[src/rtl/fetch_ctrl_pkg.sv]
// rtl/fetch_ctrl_pkg.sv - shared types and defaults for the instruction fetch controller
package fetch_ctrl_pkg;

   localparam int ADDR_W_DEF = 8;
   localparam int DATA_W_DEF = 32;
   localparam int CNT_W      = 16;

   typedef enum logic [1:0] {
      IDLE = 2'd0,
      REQ  = 2'd1,
      OUT  = 2'd2,
      DONE = 2'd3
   } fetch_state_t;

endpackage

[src/rtl/fetch_sat_cnt.sv]
// rtl/fetch_sat_cnt.sv - saturating event counter with synchronous clear
module fetch_sat_cnt
   import fetch_ctrl_pkg::*;
#(
   parameter int W = CNT_W
) (
   input  logic         clk,
   input  logic         rst,
   input  logic         i_clr,
   input  logic         i_inc,
   output logic [W-1:0] o_count
);

   logic [W-1:0] r_count;

   // count events, clear wins over increment, hold at all-ones
   always_ff @(posedge clk or posedge rst) begin
      if (rst) begin
         r_count <= '0;
      end else if (i_clr) begin
         r_count <= '0;
      end else if (i_inc && (r_count != {W{1'b1}})) begin
         r_count <= r_count + 1'b1;
      end
   end

   assign o_count = r_count;

endmodule

[src/rtl/instr_fetch_ctrl.sv]
// rtl/instr_fetch_ctrl.sv - sequential instruction fetch FSM; FETCH_PERF_CNT_EN enables fetch_count
module instr_fetch_ctrl
   import fetch_ctrl_pkg::*;
#(
   parameter int ADDR_W = ADDR_W_DEF,
   parameter int DATA_W = DATA_W_DEF
) (
   input  logic              clk,
   input  logic              rst,
   input  logic              start,
   input  logic [ADDR_W-1:0] start_addr,
   input  logic [ADDR_W-1:0] end_addr,
   input  logic              halt_req,
   output logic              imem_req,
   output logic [ADDR_W-1:0] imem_addr,
   input  logic              imem_ack,
   input  logic [DATA_W-1:0] imem_rdata,
   output logic              instr_valid,
   input  logic              instr_ready,
   output logic [DATA_W-1:0] instr_out,
   output logic [ADDR_W-1:0] instr_addr,
   input  logic              branch_valid,
   input  logic [ADDR_W-1:0] branch_target,
   output logic              busy,
   output logic              done,
   output logic [15:0]       fetch_count
);

   fetch_state_t      r_state;
   logic [ADDR_W-1:0] r_pc;
   logic              r_halt_pending;
   logic              r_imem_req;
   logic [ADDR_W-1:0] r_imem_addr;
   logic              r_instr_valid;
   logic [DATA_W-1:0] r_instr_out;
   logic [ADDR_W-1:0] r_instr_addr;
   logic              r_busy;
   logic              r_done;

   // fetch sequencing: request, hold the word for downstream, then pick next pc or finish
   always_ff @(posedge clk or posedge rst) begin
      if (rst) begin
         r_state        <= IDLE;
         r_pc           <= '0;
         r_halt_pending <= 1'b0;
         r_imem_req     <= 1'b0;
         r_imem_addr    <= '0;
         r_instr_valid  <= 1'b0;
         r_instr_out    <= '0;
         r_instr_addr   <= '0;
         r_busy         <= 1'b0;
         r_done         <= 1'b0;
      end else begin
         case (r_state)
            IDLE: begin
               r_done <= 1'b0;
               if (start) begin
                  r_pc           <= start_addr;
                  r_halt_pending <= 1'b0;
                  r_imem_req     <= 1'b1;
                  r_imem_addr    <= start_addr;
                  r_busy         <= 1'b1;
                  r_state        <= REQ;
               end
            end
            REQ: begin
               if (halt_req) begin
                  r_halt_pending <= 1'b1;
               end
               if (imem_ack) begin
                  r_instr_out   <= imem_rdata;
                  r_instr_addr  <= r_pc;
                  r_instr_valid <= 1'b1;
                  r_pc          <= r_pc + 1'b1;
                  r_imem_req    <= 1'b0;
                  r_state       <= OUT;
               end
            end
            OUT: begin
               if (instr_ready) begin
                  r_instr_valid <= 1'b0;
                  if (r_halt_pending || halt_req) begin
                     r_done  <= 1'b1;
                     r_state <= DONE;
                  end else if (branch_valid) begin
                     r_pc        <= branch_target;
                     r_imem_req  <= 1'b1;
                     r_imem_addr <= branch_target;
                     r_state     <= REQ;
                  end else if (r_instr_addr == end_addr) begin
                     r_done  <= 1'b1;
                     r_state <= DONE;
                  end else begin
                     r_imem_req  <= 1'b1;
                     r_imem_addr <= r_pc;
                     r_state     <= REQ;
                  end
               end
            end
            DONE: begin
               r_done  <= 1'b0;
               r_busy  <= 1'b0;
               r_state <= IDLE;
            end
            default: begin
               r_state <= IDLE;
            end
         endcase
      end
   end

   assign imem_req    = r_imem_req;
   assign imem_addr   = r_imem_addr;
   assign instr_valid = r_instr_valid;
   assign instr_out   = r_instr_out;
   assign instr_addr  = r_instr_addr;
   assign busy        = r_busy;
   assign done        = r_done;

`ifdef FETCH_PERF_CNT_EN
   logic w_start_acc;
   logic w_handshake;

   assign w_start_acc = (r_state == IDLE) && start;
   assign w_handshake = (r_state == OUT) && instr_ready;

   fetch_sat_cnt #(.W(16)) u_fetch_cnt (
      .clk     (clk),
      .rst     (rst),
      .i_clr   (w_start_acc),
      .i_inc   (w_handshake),
      .o_count (fetch_count)
   );
`else
   assign fetch_count = 16'h0000;
`endif

endmodule

[config.mk]
export PLATFORM = sky130hd
export DESIGN_NAME = instr_fetch_ctrl
export DESIGN_NICKNAME = d
export VERILOG_FILES = /design/src/rtl/fetch_ctrl_pkg.sv /design/src/rtl/fetch_sat_cnt.sv /design/src/rtl/instr_fetch_ctrl.sv
export SDC_FILE = /design/constraint.sdc
export NUM_CORES = 1
export LEC_CHECK = 0
export BUFFER_PORTS_ARGS = -buffer_cell sky130_fd_sc_hd__buf_4
export CAP_MARGIN = 15
export CORE_AREA = 5 5 86 88
export CTS_BUF_LIST = sky130_fd_sc_hd__clkbuf_2 sky130_fd_sc_hd__clkbuf_4 sky130_fd_sc_hd__clkbuf_8
export CTS_CLUSTER_SIZE = 30
export DETAILED_ROUTE_END_ITERATION = 8
export DIE_AREA = 0 0 91 93
export PLACE_DENSITY = 0.81
export SYNTH_ARGS = -nofsm -noshare
export SYNTH_HDL_FRONTEND = slang
export SYNTH_HIERARCHICAL = 1
export SYNTH_SLANG_ARGS = --single-unit
[constraint.sdc]
create_clock -name clk -period 2.14 [get_ports clk]
set_input_delay 0.214 -clock clk [delete_from_list [all_inputs] [get_ports clk]]
set_output_delay 0.214 -clock clk [all_outputs]
set_load 0.01 [all_outputs]
==> results.toml <==
[die]
start_util_pct = 48.2
num_io_pins = 131
core_um2 = 6570
die_w_um = 91
die_area_um2 = 8460
die_y_um = 93
rows = 30

[yosys]
synth_async_sr_flop_share_pct = 100
syn_area_um2 = 3170
syn_avg_cell_area_um2 = 11.6
synthCells = 272
synth_top_area_share_pct = 49.8
ys_seq_elements = 63
synth_area_leaders = "dfrtp_1 (50%), mux2_2 (17%), buf_4 (4.3%)"
synth_edf_count = 0
ys_types = 33
synth_top_area_cell = "dfrtp_1"
yosysWarnings = 6
synthFlopType = "dfrtp_1"
seq_area_frac_synth_pct = 49.8

[placement]
place.gp.congestion = 0.854
io_buffers = 114
hpwlAfterDp_um = 5770

[flow_run]
max_cap_viol_count = 0

[detailed_routing]
vias = 2479
drt_iter0_drc = 151
drtPass1Iterations = 4
wl_per_cell_um = 16.6
wl_um = 7890
ant_nets = 0
viasPerCell = 5.23
drc = 0

[global_routing]
grtUsageTotal_pct = 19.3
grt_remaining_overflow = 0
met1_usage_pct = 22.2
grt_pass1_wl_um = 13000
first_global_vias = 2621
antenna_found_initial = 0
met2_usage_pct = 32.2
grt_max_degree = 64
use_met3_pct = 7.56
grt_busiest_layer = "met2"

[sta]
setup_violations = 0
fin_setup_tns_ns = 0
drv_slew = 0
final_hold_viol_count = 0
post-route-period-util_pct = 91.7
rsz0062_at_grt = "false"
timing.fmax_mhz = 509
finalCriticalPeriod_ns = 1.96
finClkSkew_ns = 0.0124

[clocking]
post_cts_resized = 0
cts_tree = "built"
clockBufferDepth = 2
insertion_delay_ns = 0.35
cts.sinks = 63
numCtsBuffers = 9
cts_root_buf = "clkbuf_8"
htreeDepth = 3
clk_pin_slew_ns = 0.08

[setup_path]
required_ns = 2.37
worst-path-max-fanout = 8
crit_chain = "xnor2_1 > nand4_1 > o31ai_2 > a21o_1 > mux2_2"
cpPeakStageDelay_ns = 0.42
cp_num_buf_inv = 0
worstSetupStartpointType = "register"
cp-end-kind = "register"
cp_top_family = "compound AO/OA/AOI/OAI gates"
arrival_ns = 2.19
critPathSlowestCell = "dfrtp_1"
crit_type = "reg2reg"

[power]
leakagePower_uw = 0.00208
p_sw_share_pct = 37.8
p_sw_uw = 2510
powerDensity_nw_per_um2 = 1550
pwr-share-comb_pct = 50.2
worst_ir_drop_vdd_uv = 901
seq_power_share_pct = 34.0
internal_power_uw = 4130
clkPwrFrac_pct = 15.9

[layout]
final_common_cell = "buf_4"
drive_gt1_share_pct = 48.2
final_util_pct = 65.1
nets = 457
area_growth_pct = 35.0
multiInputGateArea_um2 = 1430
diodes = 0
layout_common_cells = "buf_4 (117), dfrtp_1 (63), mux2_2 (47), nor2_1 (18)"
fillers = 483
ff_latch_area_um2 = 1580

[status]
status = "completed"

[hold_path]
hp-class = "in2reg"
[synthesized netlist by cell type, types with 2 or more instances]
master	number
inv_1	8
a21oi_1	16
a21o_1	4
nor2_1	18
buf_1	4
xor2_1	2
o31ai_2	3
nand3_1	5
buf_4	18
nand2b_1	3
a221oi_1	6
mux2i_1	10
and3_1	3
dfrtp_1	63
a211oi_1	2
nand2_1	16
xnor2_1	12
mux2_2	47
clkbuf_1	6
a22oi_1	2
nor2b_1	2
o31ai_1	5
o21ai_0	3
ha_1	5
[sequential cells by signal, indices dropped and copies added (netlist names), 2 cells and up]
register and flops:
instr_out 32, imem_addr 8, instr_addr 8, r_pc 8, r_state 2
[per-stage QoR]
stage | cells | setup slack (ns) | total power, uW | hold slack (ns) | instance area [um2]
after floorplan | 287 | 0.338 | 4290 | 0.364 | 3220
after global placement | 457 | 0.253 | 5500 | 0.314 | 4060
after detailed placement | 457 | 0.202 | 5620 | 0.324 | 4060
after CTS | 474 | 0.181 | 6700 | 0.0851 | 4270
after global routing | 474 | 0.0544 | 7140 | 0.0820 | 4270
final | 474 | 0.177 | 6640 | 0.0915 | 4270
[path summary, 6_finish.rpt]
path | end | slack [ns] | cells past startpoint | startpoint
worst max-delay path | imem_addr[6] | 0.18 | 5 | instr_addr[7]
worst min-delay path | instr_out[26] | 0.09 | 2 | imem_rdata[26]
worst max register to register | imem_addr[6] | 0.18 | 5 | instr_addr[7]
worst min register to register | instr_out[1] | 0.51 | 1 | instr_out[1]
max in group asynchronous | r_pc[0] | 1.33 | 4 | rst
min in group asynchronous | instr_out[4] | 0.53 | 4 | rst
[worst register-to-register path, stage by stage (launching register included)]
cell     delay [ns]
dfrtp_1        0.42
xnor2_1        0.16
nand4_1        0.17
o31ai_2        0.31
a21o_1         0.39
mux2_2         0.39
[power groups by stage]
stage                     sequential [uW]  clock [uW]  combinational (uW)
after floorplan                      2430           0                1870
after CTS                            2260        1080                3360
after detailed placement             2270           0                3350
after global routing                 2350        1140                3650
after global placement               2240           0                3260
final                                2260        1050                3330
[logic make-up (layout without fill, tap and decap cells)]
family	Yosys count	count (layout)	synth area share, %
buf+inv	37	144	6.76
fa+ha+maj	5	5	1.98
other cells	1	16	0.118
simple gates	50	50	7.35
flops	63	63	49.8
compound gates	45	45	10.2
xor+xnor	14	14	3.87
mux	57	57	19.9
[cell type report]
type,count,area share [%]
Timing Repair Buffer,120,21.7
Multi-Input combinational cell,187,33.5
Inverter,8,0.703
Clock inverter,7,1.90
Clock buffer,9,2.90
Tap cell,80,2.34
Sequential cell,63,36.9
[layer usage]
metal  share of wire [%]  wire (um)
met1                  38       3000
met2                  49       3880
met5                   0          0
met4                 2.2        174
met3                  11        835
[what timing repair did]
action                     CTS  global route
buffers inserted             0             0
setup endpoints to repair    0             0
hold buffers                 1             0
hold endpoints to repair    63             0
Note: power is estimated with default switching activity, not from simulation.
